[src/rtl/uart_rx_pkg.sv]
// Shared types and defaults for the UART receive controller.
package uart_rx_pkg;
  localparam int DATA_W_DEF     = 8;
  localparam int PRESCALE_W_DEF = 6;

  typedef enum logic [2:0] {IDLE, START, DATA, PARITY, STOP} rx_state_e;

  // Bit counter spans start, data, parity and stop bits.
  function automatic int bit_cnt_w(input int data_w);
    return $clog2(data_w + 3);
  endfunction
endpackage

[src/rtl/uart_edge_bit_cnt.sv]
// Oversample edge counter and frame bit counter with enable, sync clear and wrap flag.
module uart_edge_bit_cnt
  import uart_rx_pkg::*;
#(
  parameter int PRESCALE_W = PRESCALE_W_DEF,
  parameter int BIT_W      = bit_cnt_w(DATA_W_DEF)
) (
  input  logic                  clk,
  input  logic                  rst,
  input  logic                  en_i,
  input  logic                  clr_i,
  input  logic [PRESCALE_W-1:0] prescale_i,
  output logic [PRESCALE_W-1:0] edge_cnt_o,
  output logic [BIT_W-1:0]      bit_cnt_o,
  output logic                  wrap_o
);
  logic [PRESCALE_W-1:0] edge_q, edge_d;
  logic [BIT_W-1:0]      bit_q, bit_d;

  assign wrap_o = en_i && (edge_q == prescale_i - PRESCALE_W'(1));

  always_comb begin
    edge_d = edge_q;
    bit_d  = bit_q;
    if (clr_i) begin
      edge_d = '0;
      bit_d  = '0;
    end else if (wrap_o) begin
      edge_d = '0;
      bit_d  = bit_q + BIT_W'(1);
    end else if (en_i) begin
      edge_d = edge_q + PRESCALE_W'(1);
    end
  end

  always_ff @(posedge clk or negedge rst) begin
    if (!rst) begin
      edge_q <= '0;
      bit_q  <= '0;
    end else begin
      edge_q <= edge_d;
      bit_q  <= bit_d;
    end
  end

  assign edge_cnt_o = edge_q;
  assign bit_cnt_o  = bit_q;
endmodule

[src/rtl/uart_rx_ctrl.sv]
// UART RX frame controller: FSM, check/deserializer pulse sequencing, data_valid.
// Optional UART_RX_ERR_CNT_EN adds a saturating frame_err_cnt output.
module uart_rx_ctrl
  import uart_rx_pkg::*;
#(
  parameter int PRESCALE_W = PRESCALE_W_DEF,
  parameter int DATA_W     = DATA_W_DEF
) (
  input  logic                         clk,
  input  logic                         rst,
  input  logic                         rx_in,
  input  logic [PRESCALE_W-1:0]        prescale,
  input  logic                         par_en,
  input  logic                         strt_glitch,
  input  logic                         par_err,
  input  logic                         stop_err,
  output logic [PRESCALE_W-1:0]        edge_cnt,
  output logic [bit_cnt_w(DATA_W)-1:0] bit_cnt,
  output logic                         dat_samp_en,
  output logic                         strt_chk_en,
  output logic                         deser_en,
  output logic                         par_chk_en,
  output logic                         stop_chk_en,
  output logic                         data_valid
`ifdef UART_RX_ERR_CNT_EN
  ,output logic [7:0]                  frame_err_cnt
`endif
);
  localparam int BIT_W = bit_cnt_w(DATA_W);

  rx_state_e state_q, state_d;
  logic      cnt_en, cnt_clr, wrap, pre_pulse, stop_eval, frame_ok;
  logic      par_err_q;
  logic      dat_samp_en_q, strt_chk_en_q, deser_en_q, par_chk_en_q, stop_chk_en_q, data_valid_q;

  uart_edge_bit_cnt #(.PRESCALE_W(PRESCALE_W), .BIT_W(BIT_W)) u_cnt (
    .clk        (clk),
    .rst        (rst),
    .en_i       (cnt_en),
    .clr_i      (cnt_clr),
    .prescale_i (prescale),
    .edge_cnt_o (edge_cnt),
    .bit_cnt_o  (bit_cnt),
    .wrap_o     (wrap)
  );

  assign cnt_en    = (state_q != IDLE);
  // Pulses are registered, so decode one edge early to land on edge prescale-2.
  assign pre_pulse = (edge_cnt == prescale - PRESCALE_W'(3));
  assign stop_eval = (state_q == STOP) && wrap;
  assign frame_ok  = stop_eval && !stop_err && !par_err_q;

  always_comb begin
    state_d = state_q;
    cnt_clr = 1'b0;
    case (state_q)
      IDLE: begin
        cnt_clr = 1'b1;
        if (!rx_in) state_d = START;
      end
      START: begin
        if (wrap) begin
          if (strt_glitch) begin
            state_d = IDLE;
            cnt_clr = 1'b1;
          end else begin
            state_d = DATA;
          end
        end
      end
      DATA: begin
        if (wrap && (bit_cnt == BIT_W'(DATA_W))) state_d = par_en ? PARITY : STOP;
      end
      PARITY: begin
        if (wrap) state_d = STOP;
      end
      STOP: begin
        if (wrap) begin
          state_d = IDLE;
          cnt_clr = 1'b1;
        end
      end
      default: begin
        state_d = IDLE;
        cnt_clr = 1'b1;
      end
    endcase
  end

  always_ff @(posedge clk or negedge rst) begin
    if (!rst) begin
      state_q       <= IDLE;
      par_err_q     <= 1'b0;
      dat_samp_en_q <= 1'b0;
      strt_chk_en_q <= 1'b0;
      deser_en_q    <= 1'b0;
      par_chk_en_q  <= 1'b0;
      stop_chk_en_q <= 1'b0;
      data_valid_q  <= 1'b0;
    end else begin
      state_q       <= state_d;
      dat_samp_en_q <= (state_d != IDLE);
      strt_chk_en_q <= (state_q == START)  && pre_pulse;
      deser_en_q    <= (state_q == DATA)   && pre_pulse;
      par_chk_en_q  <= (state_q == PARITY) && pre_pulse;
      stop_chk_en_q <= (state_q == STOP)   && pre_pulse;
      data_valid_q  <= frame_ok;
      if (state_d == IDLE)                  par_err_q <= 1'b0;
      else if ((state_q == PARITY) && wrap) par_err_q <= par_err;
    end
  end

  assign dat_samp_en = dat_samp_en_q;
  assign strt_chk_en = strt_chk_en_q;
  assign deser_en    = deser_en_q;
  assign par_chk_en  = par_chk_en_q;
  assign stop_chk_en = stop_chk_en_q;
  assign data_valid  = data_valid_q;

`ifdef UART_RX_ERR_CNT_EN
  logic [7:0] err_cnt_q;

  always_ff @(posedge clk or negedge rst) begin
    if (!rst)                                                     err_cnt_q <= 8'd0;
    else if (stop_eval && (stop_err || par_err_q) && (err_cnt_q != 8'hFF)) err_cnt_q <= err_cnt_q + 8'd1;
  end

  assign frame_err_cnt = err_cnt_q;
`endif
endmodule

[config.mk]
export PLATFORM = sky130hd
export DESIGN_NAME = uart_rx_ctrl
export DESIGN_NICKNAME = d
export VERILOG_FILES = /design/src/rtl/uart_rx_pkg.sv /design/src/rtl/uart_edge_bit_cnt.sv /design/src/rtl/uart_rx_ctrl.sv
export SDC_FILE = /design/constraint.sdc
export NUM_CORES = 1
export LEC_CHECK = 0
export CORE_ASPECT_RATIO = 1.2
export CORE_MARGIN = 5
export CORE_UTILIZATION = 44
export DETAILED_ROUTE_END_ITERATION = 12
export HOLD_SLACK_MARGIN = 0.15
export PLACE_DENSITY = 0.76
export REMOVE_ABC_BUFFERS = 1
export SYNTH_ARGS = -nofsm -noshare
export SYNTH_HDL_FRONTEND = slang
export SYNTH_SLANG_ARGS = --single-unit
[constraint.sdc]
create_clock -name clk -period 1.95 [get_ports clk]
set_input_delay 0.4875 -clock clk [delete_from_list [all_inputs] [get_ports clk]]
set_output_delay 0.4875 -clock clk [all_outputs]
set_load 0.02 [all_outputs]
==> results.toml <==
[drt]
routedWlPerCell_um = 15.3
dr_total_vias = 1150
firstDrtPassIters = 6
wirelength_um = 3270
drtIter0Drc = 54
ant_nets = 0
drcViolationCount = 0
viasPerCell = 5.40

[synthesis]
synth-main-ff-cell = "dfrtp_1"
synth_async_sr_flop_share_pct = 100
yosys.area.top_type_share_pct = 41.8
syn_inst = 127
synth.area.top_cells = "dfrtp_1 42%, xor2_1 6.6%, ha_1 5.2%"
yosysWarnings = 0
synth_area_um2 = 1200
ys_ff_latch = 20
seq_area_frac_synth_pct = 41.8
yosysUniqueCellTypes = 39
synth.avg_cell_area_um2 = 9.42
synth-edff-count = 0
yosys.area.top_type = "dfrtp_1"
synth_common_cells = "20 x dfrtp_1, 15 x nor2_1, 10 x nand2_1"
yosysMostFrequentCell = "dfrtp_1"

[sta]
finClkSkew_ps = 5.24
fin_ws_ps = -217
rsz0062_at_grt = "yes"
setup_tns_ps = -2890
worst_pin_slew_ps = 469
finalHoldViolations = 0
setup_violations = 16
finalCritPeriodShare_pct = 111
slew_headroom_pct = 68.5
min_period_ps = 2170
final_max_slew_viol_count = 0
max_freq_ghz = 0.461

[power_and_ir_drop]
fin_total_pwr_mw = 2.03
p_per_area_nw_per_um2 = 1100
peakVddDrop_mv = 0.829
p_leak_nw = 0.867

[clock_tree]
root_buffer = "clkbuf_4"
cts_buffers = 3
cts_tree = "built"
clockBufferDepth = 2
clk-insertion-delay-late_ps = 310
htreeDepth = 1
clk_pin_slew_ps = 110
cts_num_sinks = 20
cts_hold_buffers = 0

[finish]
register_area_um2 = 500
drive_gt1_share_pct = 33.9
final_core_util_pct = 71.8
fill_cells = 196
nets = 199
multi_input_area_um2 = 779
n_antenna_cell = 0
area_delta_synth_final_pct = 54.8

[critical_path]
crit_required_ps = 2150
startpoint = "prescale[3]"
rr_worst_depth = 7
r2r_start = "u_cnt.edge_cnt_o[5]"
end_kind = "flip-flop"
start_kind = "primary input"
cp-endpoint = "u_cnt.bit_cnt_o[3]"
crit_arrival_ps = 2360
worstReg2RegEnd = "u_cnt.bit_cnt_o[3]"
reg2reg_slack_ps = -200
path_cells = "buf_6 > or3_4 > or4_4 > a211oi_4 > nand3_2 > buf_4 > o21ai_0 > a21oi_2"
path_class = "primary input to flip-flop"
worst_path_max_delay_cell = "or4_4"
worstPathMaxFanout = 5
cpPeakStageDelay_ps = 440

[floorplanning]
die_h_um = 67.1
start_util_pct = 46.4
dieArea_um2 = 3870
io_pins = 29
num_rows = 20
core_area_um2 = 2580
chipWidth_um = 57.6

[global_routing]
antenna_found_initial = 0
grt_use_total_pct = 19.1
grt_pass1_wl_um = 5710
grt_pass1_vias = 1200
gr-total-overflow = 0
grt_max_degree = 21

[placement]
io_buffers = 28
pre_cts_slack_ps = -888
dp_hpwl_um = 2330
gp_congestion = 0.793

[worst_hold_path]
hp-class = "primary input to async pin"

[status]
status = "complete, but fails checks"
violations = "setup timing"

[job]
maxCapViolations = 0
## area by class of cell
type,count,area share [%]
multi-input combinational,97,42.1
sequential,20,27.0
timing repair buffer,52,25.3
tap,33,2.23
clock buffer,4,1.96
inverter,7,1.42
## layout by cell type (no fill, tap or decap), types with 3 or more instances in the layout
| cell type | instances |
|---|---|
| a21oi_1 | 3 |
| buf_4 | 21 |
| buf_6 | 4 |
| clkbuf_4 | 3 |
| clkdlybuf4s50_1 | 16 |
| dfrtp_1 | 20 |
| dlymetal6s2s_1 | 5 |
| ha_1 | 3 |
| inv_1 | 6 |
| nand2_1 | 8 |
| nand3_1 | 5 |
| nand4_1 | 3 |
| nor2_1 | 13 |
| nor3_1 | 4 |
| or3_1 | 3 |
| xnor2_1 | 5 |
| xor2_1 | 8 |
## registers in the layout (all words and copies together) (netlist names)
name and count:
dat_samp_en 1, data_valid 1, deser_en 1, par_chk_en 1
par_err_q 1, state_q 3, stop_chk_en 1, strt_chk_en 1
u_cnt.bit_cnt_o 4, u_cnt.edge_cnt_o 6
## logic make-up after synthesis
logic type	count (synthesis)	share of synthesized area, %
compound gates	21	13.1
xor+xnor	15	11.0
fa+ha+maj	5	5.23
buf+inv	10	3.77
flops	20	41.8
mux	1	0.837
simple gates	55	24.3
## routing by layer
metal	vias up	wire, µm	GRT usage, %
li1	555	-	-
met1	544	1320	23.2
met2	41	1740	33.6
met3	10	158	4.26
met4	0	56	5.22
met5	-	0	0
## power breakdown
group	switching (mW)	internal, mW	total, mW
sequential	0.150	0.520	0.670
combinational	0.582	0.537	1.12
clock	0.129	0.114	0.243
total	0.861	1.17	2.03
## worst max-delay path, delay by kind of cell
| family | cells | cell delay, ps |
|---|---|---|
| AOI/OAI and AO/OA | 3 | 650 |
| buffers and inverters | 2 | 250 |
| and+or+nand+nor | 3 | 960 |
## stage by stage
step	hold slack [ps]	instance area, µm²	instances
3_3_place_gp	417	1640	204
4_1_cts	476	1800	212
6_report	499	1850	213
3_5_place_dp	424	1640	204
2_1_floorplan	192	1180	124
5_1_grt	509	1850	213
## worst min-delay path by stage
| stage | endpoint | slack (ps) | cells past startpoint | startpoint |
|---|---|---|---|---|
| 2_1_floorplan | dat_samp_en | 190 | 0 | rst |
| 3_3_place_gp | data_valid | 420 | 1 | par_err_q |
| 3_5_place_dp | data_valid | 420 | 1 | par_err_q |
| 4_1_cts | data_valid | 480 | 1 | par_err_q |
| 5_1_grt | par_err_q | 510 | 2 | rst |
| 6_report | par_err_q | 500 | 2 | rst |
## repair_timing
| action | 4_1_cts | 5_1_grt |
|---|---|---|
| gates resized for setup | 39 | 15 |
| pin swaps | 13 | 11 |
| buffers inserted | 4 | 1 |
| endpoints found under the setup margin | 21 | 24 |
Note: power is estimated with default switching activity, not from simulation.
